[config.mk]
export PLATFORM = sky130hd
export DESIGN_NAME = obstacle_manager_flat
export DESIGN_NICKNAME = d
export VERILOG_FILES = /design/src/rtl/obstacle_manager_pkg.sv /design/src/rtl/obstacle_manager_if.sv /design/src/rtl/obstacle_manager_lfsr16.sv /design/src/rtl/obstacle_manager.sv /design/src/flat_wrapper.sv
export SDC_FILE = /design/constraint.sdc
export NUM_CORES = 1
export LEC_CHECK = 0
export ABC_AREA = 1
export CORE_MARGIN = 4
export CORE_UTILIZATION = 55
export DETAILED_ROUTE_END_ITERATION = 16
export MAX_ROUTING_LAYER = met4
export PLACE_DENSITY = 0.81
export SYNTH_ARGS = -nofsm -noshare
export SYNTH_HDL_FRONTEND = slang
export SYNTH_HIERARCHICAL = 1
export SYNTH_SLANG_ARGS = --single-unit
export TNS_END_PERCENT = 10
[constraint.sdc]
create_clock -name system_clock_in -period 7.7 [get_ports system_clock_in]
set_clock_uncertainty 0.15 [all_clocks]
set_input_delay 1.54 -clock system_clock_in [delete_from_list [all_inputs] [get_ports system_clock_in]]
set_output_delay 1.54 -clock system_clock_in [all_outputs]
set_load 0.05 [all_outputs]
[src/rtl/obstacle_manager_pkg.sv]
// Shared types and constants for the obstacle table and its renderer.
package obstacle_manager_pkg;

  localparam int NUM_OBSTACLES  = 10;
  localparam int SCREEN_WIDTH   = 1024;
  localparam int OBSTACLE_WIDTH = 32;
  localparam int LANE_HEIGHT    = 64;
  localparam int NUM_LANES      = 3;
  localparam int POS_W          = 11;
  localparam int SLOT_W         = $clog2(NUM_OBSTACLES);

  localparam logic [15:0] LFSR_MASK = 16'hB400;

  typedef struct packed {
    logic             active;
    logic [1:0]       lane;
    logic [POS_W-1:0] position;
  } obstacle_t;

  typedef enum logic [1:0] {
    ST_IDLE,
    ST_MOVE,
    ST_SPAWN
  } state_t;

  // One step of the 16-bit Galois LFSR (right shift, feedback on bit 0).
  function automatic logic [15:0] lfsr_step(input logic [15:0] v);
    return v[0] ? ((v >> 1) ^ LFSR_MASK) : (v >> 1);
  endfunction

  // Only three lanes exist; the fourth LFSR code folds onto the middle lane.
  function automatic logic [1:0] lane_from_lfsr(input logic [15:0] v);
    return (v[1:0] == 2'd3) ? 2'd1 : v[1:0];
  endfunction

endpackage

[src/rtl/obstacle_manager_if.sv]
// Control inputs and table outputs exchanged between the game controller and the obstacle manager.
interface obstacle_manager_if;
  import obstacle_manager_pkg::*;

  logic                           vsync_in;
  logic                           running_in;
  logic                           clear_in;
  logic [3:0]                     speed_in;
  obstacle_t [NUM_OBSTACLES-1:0]  obstacles;
  logic                           update_busy;
  logic [15:0]                    passed_count;
  logic                           spawn_dropped;

  modport master (
    output vsync_in, running_in, clear_in, speed_in,
    input  obstacles, update_busy, passed_count, spawn_dropped
  );

  modport slave (
    input  vsync_in, running_in, clear_in, speed_in,
    output obstacles, update_busy, passed_count, spawn_dropped
  );
endinterface

[src/rtl/obstacle_manager_lfsr16.sv]
// 16-bit Galois LFSR that steps only when asked, so spawn randomness is frame-deterministic.
module lfsr16
  import obstacle_manager_pkg::*;
#(
  parameter logic [15:0] SEED = 16'hACE1
) (
  input  logic        clock,
  input  logic        reset_n,
  input  logic        advance,
  output logic [15:0] value
);

  // Step the shift register on request; hold otherwise.
  always_ff @(posedge clock or negedge reset_n) begin
    // NOTE: clocked state uses non-blocking assignments so every register samples pre-edge values.
    if (!reset_n) value <= SEED;
    else if (advance) value <= lfsr_step(value);
  end

endmodule

[src/rtl/obstacle_manager.sv]
// Per-frame obstacle table update: scroll/retire in MOVE, one spawn attempt in SPAWN.
module obstacle_manager
  import obstacle_manager_pkg::*;
#(
  parameter int          SPAWN_MIN_FRAMES = 30,
  parameter int          SPAWN_RAND_BITS  = 6,
  parameter int          MIN_GAP          = 2 * OBSTACLE_WIDTH,
  parameter logic [15:0] LFSR_SEED        = 16'hACE1
) (
  input  logic              system_clock_in,
  input  logic              reset_n_in,
  obstacle_manager_if.slave bus
);

  localparam logic [POS_W-1:0]  GAP_LIMIT  = POS_W'(SCREEN_WIDTH - MIN_GAP);
  localparam logic [POS_W-1:0]  SPAWN_POS  = POS_W'(SCREEN_WIDTH - 1);
  localparam logic [SLOT_W-1:0] LAST_SLOT  = SLOT_W'(NUM_OBSTACLES - 1);
  localparam logic [15:0]       CNT_RESET  = 16'(SPAWN_MIN_FRAMES);

  state_t                        state_q, state_d;
  logic                          vsync_q;
  logic [SLOT_W-1:0]             idx_q;
  obstacle_t [NUM_OBSTACLES-1:0] table_q;
  logic [15:0]                   passed_q;
  logic                          dropped_q;
  logic [15:0]                   countdown_q;
  logic [NUM_LANES-1:0]          lane_blocked_q;
  logic                          free_found_q;
  logic [SLOT_W-1:0]             free_idx_q;
  logic [15:0]                   lfsr_value;

  // Frame tick is a falling edge of vsync; it starts an update only when idle and running.
  logic start;
  assign start = (state_q == ST_IDLE) && vsync_q && !bus.vsync_in && bus.running_in;

  // Slot currently walked by MOVE, with its post-move view.
  obstacle_t        cur;
  logic [POS_W-1:0] speed_ext, moved_pos;
  logic             retire, post_active;
  assign cur         = table_q[idx_q];
  assign speed_ext   = {{(POS_W-4){1'b0}}, bus.speed_in};
  assign retire      = cur.active && (cur.position < speed_ext);
  assign moved_pos   = cur.position - speed_ext;
  assign post_active = cur.active && !retire;

  // Spawn attempt uses the LFSR value after this attempt's single step.
  logic        attempt;
  logic [15:0] lfsr_adv, reload;
  logic [1:0]  spawn_lane;
  assign attempt    = (state_q == ST_SPAWN) && (countdown_q == 16'd0);
  assign lfsr_adv   = lfsr_step(lfsr_value);
  assign spawn_lane = lane_from_lfsr(lfsr_adv);
  assign reload     = CNT_RESET + 16'(lfsr_adv[SPAWN_RAND_BITS+1:2]);

  lfsr16 #(.SEED(LFSR_SEED)) u_lfsr (
    .clock   (system_clock_in),
    .reset_n (reset_n_in),
    .advance (attempt && !bus.clear_in),
    .value   (lfsr_value)
  );

  // State register.
  always_ff @(posedge system_clock_in or negedge reset_n_in) begin
    if (!reset_n_in) state_q <= ST_IDLE;
    else             state_q <= state_d;
  end

  // Next-state logic; clear forces IDLE from anywhere.
  always_comb begin
    // NOTE: the default assignment first keeps this block free of inferred latches.
    state_d = state_q;
    case (state_q)
      ST_IDLE:  if (start) state_d = ST_MOVE;
      ST_MOVE:  if (idx_q == LAST_SLOT) state_d = ST_SPAWN;
      ST_SPAWN: state_d = ST_IDLE;
      default:  state_d = ST_IDLE;
    endcase
    if (bus.clear_in) state_d = ST_IDLE;
  end

  // Table, counters and per-frame scratch (lane blocking, lowest free slot).
  always_ff @(posedge system_clock_in or negedge reset_n_in) begin
    if (!reset_n_in) begin
      // NOTE: the table is a handful of flops read by the renderer, so it is reset like any other state.
      table_q        <= '0;
      vsync_q        <= 1'b1;
      idx_q          <= '0;
      passed_q       <= '0;
      dropped_q      <= 1'b0;
      countdown_q    <= CNT_RESET;
      lane_blocked_q <= '0;
      free_found_q   <= 1'b0;
      free_idx_q     <= '0;
    end else begin
      vsync_q   <= bus.vsync_in;
      dropped_q <= 1'b0;
      if (bus.clear_in) begin
        table_q     <= '0;
        passed_q    <= '0;
        countdown_q <= CNT_RESET;
        idx_q       <= '0;
      end else begin
        case (state_q)
          ST_IDLE: if (start) begin
            idx_q          <= '0;
            lane_blocked_q <= '0;
            free_found_q   <= 1'b0;
            free_idx_q     <= '0;
          end
          ST_MOVE: begin
            if (retire) begin
              table_q[idx_q].active <= 1'b0;
              if (passed_q != 16'hFFFF) passed_q <= passed_q + 16'd1;
            end else if (cur.active) begin
              table_q[idx_q].position <= moved_pos;
            end
            if (post_active && (moved_pos > GAP_LIMIT)) lane_blocked_q[cur.lane] <= 1'b1;
            if (!post_active && !free_found_q) begin
              free_found_q <= 1'b1;
              free_idx_q   <= idx_q;
            end
            idx_q <= idx_q + SLOT_W'(1);
          end
          ST_SPAWN: begin
            if (!attempt) begin
              countdown_q <= countdown_q - 16'd1;
            end else if (lane_blocked_q[spawn_lane]) begin
              countdown_q <= 16'd1;
            end else if (!free_found_q) begin
              dropped_q   <= 1'b1;
              countdown_q <= reload;
            end else begin
              table_q[free_idx_q] <= obstacle_t'{active: 1'b1, lane: spawn_lane, position: SPAWN_POS};
              countdown_q         <= reload;
            end
          end
          default: ;
        endcase
      end
    end
  end

  assign bus.obstacles     = table_q;
  assign bus.update_busy   = (state_q != ST_IDLE);
  assign bus.passed_count  = passed_q;
  assign bus.spawn_dropped = dropped_q;

endmodule

[src/flat_wrapper.sv]
// flat-port wrapper written by rule: the top's interface ports become plain ports
module obstacle_manager_flat import obstacle_manager_pkg::*;
#(
  parameter int          SPAWN_MIN_FRAMES = 30,
  parameter int          SPAWN_RAND_BITS  = 6,
  parameter int          MIN_GAP          = 2 * OBSTACLE_WIDTH,
  parameter logic [15:0] LFSR_SEED        = 16'hACE1
)
  (system_clock_in, reset_n_in, bus_vsync_in, bus_running_in, bus_clear_in, bus_speed_in, bus_obstacles, bus_update_busy, bus_passed_count, bus_spawn_dropped);
  obstacle_manager_if bus_i ();
  input  logic system_clock_in;
  input  logic reset_n_in;
  input wire logic [$bits(bus_i.vsync_in)-1:0] bus_vsync_in;
  input wire logic [$bits(bus_i.running_in)-1:0] bus_running_in;
  input wire logic [$bits(bus_i.clear_in)-1:0] bus_clear_in;
  input wire logic [$bits(bus_i.speed_in)-1:0] bus_speed_in;
  output wire logic [$bits(bus_i.obstacles)-1:0] bus_obstacles;
  output wire logic [$bits(bus_i.update_busy)-1:0] bus_update_busy;
  output wire logic [$bits(bus_i.passed_count)-1:0] bus_passed_count;
  output wire logic [$bits(bus_i.spawn_dropped)-1:0] bus_spawn_dropped;
  assign bus_i.vsync_in = bus_vsync_in;
  assign bus_i.running_in = bus_running_in;
  assign bus_i.clear_in = bus_clear_in;
  assign bus_i.speed_in = bus_speed_in;
  assign bus_obstacles = bus_i.obstacles;
  assign bus_update_busy = bus_i.update_busy;
  assign bus_passed_count = bus_i.passed_count;
  assign bus_spawn_dropped = bus_i.spawn_dropped;
  obstacle_manager #(.SPAWN_MIN_FRAMES(SPAWN_MIN_FRAMES), .SPAWN_RAND_BITS(SPAWN_RAND_BITS), .MIN_GAP(MIN_GAP), .LFSR_SEED(LFSR_SEED)) u_core (.system_clock_in(system_clock_in), .reset_n_in(reset_n_in), .bus(bus_i));
endmodule
* After elaboration in Yosys (flattened, before gate mapping)
Index checks and enable logic that the tools add are counted.
** Word-level totals
- Bits in registers :: 204
- Bits of input ports :: 9
** Operators by class
- Add/sub/neg operators :: 5
- Order comparisons :: 9
- Eq/ne operators :: 14
- Multiplexer cells :: 52
- Bitwise logic cells :: 3
- Reductions and logical operators :: 33
** Operator list (count)
- $mux W140 :: 6
- $bwmux W140 :: 3
- $pmux W140 S2 :: 1
- $demux W14 S4 :: 3
- $mux W16 :: 9
- $bmux W14 S4 :: 1
- $mux W14 :: 3
- $add A16 B1 Y16 const B :: 1
- $logic_not A16 Y1 :: 1
- $ne A16 B16 Y1 const B :: 1
- $pmux W4 S2 :: 2
- $sub A16 B1 Y16 const B :: 1
- $logic_and A1 B1 Y1 :: 12
- $mux W4 :: 3
- $ne A3 B2 Y1 const B :: 4
- $reduce_bool A2 Y1 :: 6
- $gt A11 B10 Y1 const B :: 1
- $lt A11 B4 Y1 :: 1
- $mux W11 :: 1
- $sub A11 B4 Y11 :: 1
- $lt A4 B5 Y1 const B :: 2
- $mux W1 :: 9
- $ge A4 B1 Y1 const B :: 2
- $mux W2 :: 4
- 26 further kinds :: 38

* Longest topological paths before layout
Gate-level depths: netlist of run 1.
- Word-level depth :: 10
- Gate-level depth with buffers :: 26

* Modules after synthesis
The synthesis of run 1 kept the hierarchy.
** Modules (own cells, without submodules)
- obstacle_manager :: times used 1, cells an instance 1486, area an instance 10880.4 um^2, sequential area each 4710.8 um^2
- lfsr16 :: times used 1, cells an instance 74, area an instance 671.9 um^2, sequential area each 410.4 um^2

* Worst setup path after synthesis of run 1
OpenSTA, ideal clock, no wires.
- Kind :: register to register
- From :: register u_core.idx_q[0]
- To :: register u_core.table_q (netlist bit u_core/bus.obstacles[34])
- Setup time :: 0.083 ns
- Arrival :: 3.597 ns
- Required time :: 7.467 ns
- Slack :: 3.870 ns
- Cell stages (with the launch flop) :: 24
- Path through :: dfrtp_1 buf_4 buf_2 clkbuf_1 clkbuf_1 clkbuf_1 nand2_1 a21oi_1 a221o_1 ha_1 a21oi_1 nand2_1 nand2_1 nand2_1 nor2_2 nand4_1 nor2_2 nand2_2 nor2_4 nor2_1 inv_2 buf_2 nand2_1 o21ai_0
** On the way
- Cells in the longest elaborated chain, start to end :: 9
- Elaborated cells on any way between the ends :: 19
** RTL lines
- from (decl) :: RTL line obstacle_manager.sv:22 : logic [SLOT_W-1:0] idx_q;
- from (signal assigned) :: RTL line obstacle_manager.sv:122 : idx_q <= idx_q + SLOT_W'(1);
- parallel branches: the longest is 9 deep, another holds $sub A11 B4 Y11
- to (signal, indexed assignment) :: RTL line obstacle_manager.sv:133 : table_q[free_idx_q] <= obstacle_t'{active: 1'b1, lane: spawn_lane, position: SPAWN_POS};
- to (decl) :: RTL line obstacle_manager.sv:23 : obstacle_t [NUM_OBSTACLES-1:0] table_q;
Parallel ways; which one is timed is not known. The select of a mux whose other input is x is not followed.
A chain may end at the register's enable or synchronous reset.

* Worst setup path after layout of run 1
- From :: register u_core.idx_q[0]
- To :: register u_core.table_q (netlist bit u_core/bus.obstacles[19])
Same word-level chain as after synthesis.

==> summary.md, run 1 <==
| Metric | Value |
|---|---|
| DR iter-0 viols | 1531 |
| Slack of the critical path | 2950 ps |
| Row count | 52 |
| ANT nets after route | 0 |
| Antenna diodes | 0 |
| Hold path depth | 2 |
| Root buf cell | clkbuf_16 |
| Via density | 6.13 |
| Max FO, Critical Path | 34 |
| #FFs+latches synth | 204 |
| Post-Syn Instances | 1560 |
| CP arrival | 5010 ps |
| Clock slew at reported path FFs | 60 ps |
| Tmin final | 4750 ps |
| CTS buffer count | 22 |
| Post-synth EDFFs | 0 |
| Worst vdd ir | 0.199 mV |
| Number of hold buffers added after CTS | 0 |
| Leak Pwr | 6.06 nW |
| Status | completed |
| Number of fill cells in the layout | 1667 |
| Post-Route WL | 38.6 mm |
| Async S/R FF share, synth | 100% |
| TritonCTS clock tree | built |
| Final setup vio count | 0 |
| Proportion of layout cells with a drive suffix above 1 | 5.84% |
| Top FF cell, synth | dfrtp_1 |
| Total track usage | 32.7% |
| Area Overhead vs Synth | 21.4% |
| Worst Tran Pin Value | 1160 ps |
| IO buf count | 166 |
| CP top delay family | simple AND/OR/NAND/NOR gates |
| Critical Path RT | 7960 ps |
| H-tree depth | 1 |
| DP Worst Slack | 2850 ps |
| Commonest non-fill, non-tap cells in the layout | nand2_1 (378), dfrtp_1 (190), o21ai_0 (169) |
| Sw Ratio | 38.2% |
| RSZ-0062 raised after global routing | no |
| Syn avg cell area | 7.41 sq um |
| P_int | 2.01 mW |
| Worst Path Buf+Inv | 3 |
| Largest net degree at the start of global routing | 109 |
| Vias | 12000 |
| Logic pwr share | 30.3% |
| Commonest non-fill, non-tap cell in the layout | nand2_1 |
| Critical path depth | 19 |
| Post-CTS Setup Inserts | 0 |
| Post-CTS Resized | 0 |
| Final period utilization | 61.7% |
| Vias in the first global route | 11200 |
| Worst Reg-to-Reg Cells | 19 |
| Initial antenna violation count | 0 |
| Setup tns final | 0 ps |
| Most frequent CP cell | nand2_1 |
| Startpoint Class | register |
| Slew headroom | 22.6% |
| DRC | 0 |
| Seq/Total Area, Yosys | 44.3% |
| Final instance area | 14000 sq um |
| Power Total | 3.26 mW |
| CORE AREA | 20400 sq um |
| P per Cell Area | 232 nW/um^2 |
| Max-slew violations | 0 |
| Setup CP Type | register to register |
| Critical path endpoint category | register |
| Synthesis Warnings | 6 |
| Chip height | 153 um |
| Hold Vio Cnt, Final | 0 |
| Seq pwr share | 35.5% |
| CTS Sinks | 204 |
| CP cell instances | inv_2 -> buf_4 -> o21ai_0 -> o22ai_1 -> a221o_1 -> ha_1 -> a21oi_1 -> nand2_1 -> nand2_1 -> nand2_1 -> nor2_2 -> nand4_1 -> nor2_2 -> nand2_2 -> nor2_4 -> inv_2 -> nand2_1 -> nand2_1 -> o21ai_0 |
| Initial DRT Pass Iterations | 8 |
| Max Cap Viol | 0 |
| Clock power share | 34.2% |
| Initial Util | 56.5% |
| Max stage delay on crit path | 510 ps |
| Synth Cell Area | 11600 sq um |
| GP Congestion | 0.958 |
| Syn nets | 1581 |
| Max Fclk | 0.210 GHz |
| Hpwl dp | 26.4 mm |
| Clk Latency, worst-skew pair | 510 ps |
| Placed instance area | 13300 sq um |
| NumNets Final | 1699 |
| Slowest cell on the critical path | buf_4 |
| DR WL/cell | 19.7 um |
| Post-synthesis cell type count | 47 |
| Chip Width | 153 um |
| P_sw | 1.24 mW |
| Io pins | 167 |
| HP Class | register to register |
| Total die area | 23400 sq um |
| Bufs on Longest Clock Path | 3 |
| Remaining Overflow, GRT | 0 |
| Global-route wire length before repair | 61.0 mm |
power groups by stage:
stage	registers [mW]	logic [mW]	clock network, mW
after floorplan	1.28	0.510	0
after global placement	1.17	0.947	0
after detailed placement	1.17	0.955	0
final	1.16	0.987	1.11
after global routing	1.16	1.04	1.17
after CTS	1.15	0.959	1.12
state kept, by name (all words and copies together) (netlist names):
register	count
u_core/bus.obstacles	140
u_core/bus.passed_count	16
u_core/bus.spawn_dropped	1
u_core/countdown_q	16
u_core/free_found_q	1
u_core/free_idx_q	4
u_core/idx_q	4
u_core/lane_blocked_q	3
u_core/state_q	2
u_core/u_lfsr/value	16
u_core/vsync_q	1
layer usage:
| metal | GRT usage, % | routed length, um | vias up |
|---|---|---|---|
| met2 | 50.9 | 17900 | 810 |
| met1 | 42.7 | 14900 | 5651 |
| met5 | - | 0 | - |
| met3 | 6.50 | 4220 | 132 |
| li1 | - | - | 5445 |
| met4 | 12.3 | 1570 | 0 |
cells by family (layout without fill, tap and decap cells):
group,count (synthesis),count (layout),synth area share [%]
simple gates,656,656,23.4
compound gates,416,416,20.3
buf+inv,248,382,8.82
flops,204,204,44.3
xor+xnor,24,24,1.82
fa+ha+maj,12,12,1.36
cells in the mapped netlist, drive strengths merged (22+ instances only):
master  count  area share, %
nand2     384             13
o21ai     204            8.8
dfrtp     191             41
inv       159            5.2
nor2      154            5.2
nand3      75            3.3
a31oi      73            4.0
a21oi      67            2.9
clkbuf     53            1.7
buf        35            1.9
o22ai      23            1.2
xor2       22            1.7
stage by stage:
| stage | hold slack, ps | utilization (%) | cells |
|---|---|---|---|
| floorplan | 278 | - | 1560 |
| global placement | 307 | 65.0 | 1924 |
| detailed placement | 314 | 65.0 | 1924 |
| CTS | 326 | 68.6 | 1964 |
| global route | 340 | 68.6 | 1964 |
| finish | 326 | 68.6 | 1964 |
tightest hold or removal path, stage by stage, from the launching register on:
cell and delay, ps:
dfstp_2 370, nand2_2 50, nand2_1 50
layout make-up:
cell class | instances | area, sq um | share of cell area (%)
multi-input cells | 1108 | 5420 | 38.7
flip-flops and latches | 204 | 5120 | 36.5
repair buffers | 182 | 1790 | 12.7
clock buffers | 30 | 622 | 4.44
inverters | 160 | 606 | 4.32
well taps | 270 | 338 | 2.41
clock inverters | 10 | 128 | 0.910
path summary, 6_finish.rpt:
check                                   startpoint                        to  slack, ps
min in group asynchronous               reset_n_in  u_core/bus.obstacles[29]        920
setup reg to reg                   u_core/idx_q[0]  u_core/bus.obstacles[19]       2950
max in group asynchronous               reset_n_in  u_core/bus.obstacles[67]       4980
setup / recovery                   u_core/idx_q[0]  u_core/bus.obstacles[19]       2950
hold reg to reg            u_core/u_lfsr/value[10]   u_core/u_lfsr/value[10]        330
hold / removal             u_core/u_lfsr/value[10]   u_core/u_lfsr/value[10]        330
Power figures use the tool's default switching activity.
==> run 2: changes to the inputs <==
clock period = 5 ns   (was 7.7 ns; I/O delays follow)
==> run 2 against run 1 <==
  * Die area unchanged
  * Maximum frequency increased by 7.6%
  * Clock power increased by 40%
  * Critical path type unchanged
==> summary.md, run 2 (synthesis results as in run 1) <==
| Metric | Value |
|---|---|
| Logic pwr share | 32.0% (+1.7 points) |
| Post-CTS Setup Inserts | 0 (unchanged) |
| Remaining Overflow, GRT | 0 (unchanged) |
| Max Fclk | 0.226 GHz (+7.6%) |
| Initial antenna violation count | 0 (unchanged) |
| Largest net degree at the start of global routing | 111 (+1.8%) |
| CTS Sinks | 204 (unchanged) |
| Hpwl dp | 27.3 mm (+3.6%) |
| Status | completed |
| DR iter-0 viols | 1488 (-2.8%) |
| RSZ-0062 raised after global routing | no |
| Startpoint Class | register |
| NumNets Final | 1711 (+0.71%) |
| Number of flip-flops in the largest register | 140 (unchanged) |
| Slew headroom | 19.6% (-3.0 points) |
| Final Util | 68.7% (+0.080 points) |
| Setup CP Type | register to register |
| Bufs on Longest Clock Path | 3 (unchanged) |
| Row count | 52 (unchanged) |
| Area Overhead vs Synth | 21.5% |
| Max Cap Viol | 0 (unchanged) |
| TritonCTS clock tree | built |
| Final setup vio count | 0 (unchanged) |
| Post-CTS Resized | 0 (unchanged) |
| Final period utilization | 88.4% (+27 points) |
| IO buf count | 166 (unchanged) |
| DR WL/cell | 20.0 um (+1.5%) |
| Total die area | 23400 sq um (unchanged) |
| GP Congestion | 0.951 (-0.74%) |
| Proportion of layout cells with a drive suffix above 1 | 6.33% (+0.49 points) |
| H-tree depth | 1 (unchanged) |
| P_int | 2.99 mW (+49%) |
| Post-Route WL | 39.4 mm (+2.0%) |
| Max-slew violations | 0 (unchanged) |
| Seq pwr share | 36.3% (+0.8 points) |
| Worst vdd ir | 0.274 mV (+38%) |
| P_sw | 1.91 mW (+54%) |
| P per Cell Area | 349 nW/um^2 (+50%) |
| CTS buffer count | 22 (unchanged) |
| Io pins | 167 (unchanged) |
| Sw Ratio | 39.0% (+0.81 points) |
| Clock power share | 31.7% (-2.5 points) |
| HP Class | register to register |
| Hold Vio Cnt, Final | 0 (unchanged) |
| Total track usage | 33.2% (+0.48 points) |
| Setup tns final | 0 ps (unchanged) |
| Root buf cell | clkbuf_16 |
| Chip height | 153 um (unchanged) |
| Global-route wire length before repair | 61.6 mm (+1.1%) |
| Via density | 6.17 (+0.71%) |
| Antenna diodes | 0 (unchanged) |
| Tmin final | 4420 ps (-335 ps) |
| Commonest non-fill, non-tap cell in the layout | nand2_1 |
| Max FO, Critical Path | 34 (unchanged) |
| Worst Tran Pin Value | 1210 ps (+45.1 ps) |
| ANT nets after route | 0 (unchanged) |
| Initial DRT Pass Iterations | 7 (-1) |
| CP arrival | 4630 ps (-380 ps) |
| Vias in the first global route | 11600 (+3.4%) |
| Critical Path RT | 5210 ps (-2750 ps) |
| Critical path endpoint category | register |
| Vias | 12200 (+1.3%) |
| Clk Latency, worst-skew pair | 510 ps (about the same) |
| CORE AREA | 20400 sq um (unchanged) |
| Initial Util | 56.5% (unchanged) |
| DRC | 0 (unchanged) |
| Chip Width | 153 um (unchanged) |
| Clock slew at reported path FFs | 60 ps (about the same) |
| Number of hold buffers added after CTS | 0 (unchanged) |
| Leak Pwr | 6.08 nW (+0.36%) |
| Commonest non-fill, non-tap cells in the layout | nand2_1 (378), dfrtp_1 (190), o21ai_0 (169) |
## run 2: power groups by stage
stage	registers, mW	logic [mW]	clock network, mW
after CTS	1.78	1.51	1.57
after global placement	1.81	1.48	0
final	1.78	1.57	1.55
after global routing	1.79	1.64	1.65
after floorplan	1.97	0.786	0
after detailed placement	1.81	1.51	0
## run 2: layer usage
layer,global-route usage (%),share of wire [%]
met1,42.2,38
met2,52.1,46
met3,5.26,10
met4,16.2,5.6
met5,-,0
## run 2: area by class of cell
cell class              instances  area, sq um
fillers                      1752         6390
multi-input cells            1108         5420
flip-flops and latches        204         5120
repair buffers                194         1880
clock buffers                  33          643
inverters                     160          606
well taps                     270          338
clock inverters                 6         32.5
## run 2: per-stage QoR
step | hold slack, ps | power (mW) | setup WS, ps | cells | instance area [sq um]
final | 320 | 4.90 | 582 | 1975 | 14000
after global routing | 347 | 5.08 | 356 | 1975 | 14000
after CTS | 323 | 4.86 | 777 | 1975 | 14000
after detailed placement | 312 | 3.31 | 754 | 1936 | 13400
after global placement | 306 | 3.29 | 839 | 1936 | 13400
after floorplan | 278 | 2.75 | 1170 | 1560 | 11600
## run 2: critical path, stage by stage (launching register included)
cell and delay [ps]:
dfrtp_1 500, inv_2 520, o21ai_0 270, o22ai_1 180, a221o_1 180, ha_1 270, a21oi_1 150, nand2_1 90
nand2_1 60, nand2_1 70, nor2_2 180, nand4_1 190, nor2_2 170, nand2_2 240, nor2_4 330, nor2_1 110
nand2_1 410, o21ai_0 180
## run 2: final timing paths
check	startpoint	end	cells after the start	slack, ps
setup / recovery	u_core/idx_q[1]	u_core/bus.obstacles[35]	17	580
hold / removal	u_core/u_lfsr/value[10]	u_core/u_lfsr/value[10]	2	320
setup reg to reg	u_core/idx_q[1]	u_core/bus.obstacles[35]	17	580
hold reg to reg	u_core/u_lfsr/value[10]	u_core/u_lfsr/value[10]	2	320
max in group asynchronous	reset_n_in	u_core/vsync_q	2	3140
min in group asynchronous	reset_n_in	u_core/bus.obstacles[33]	1	440
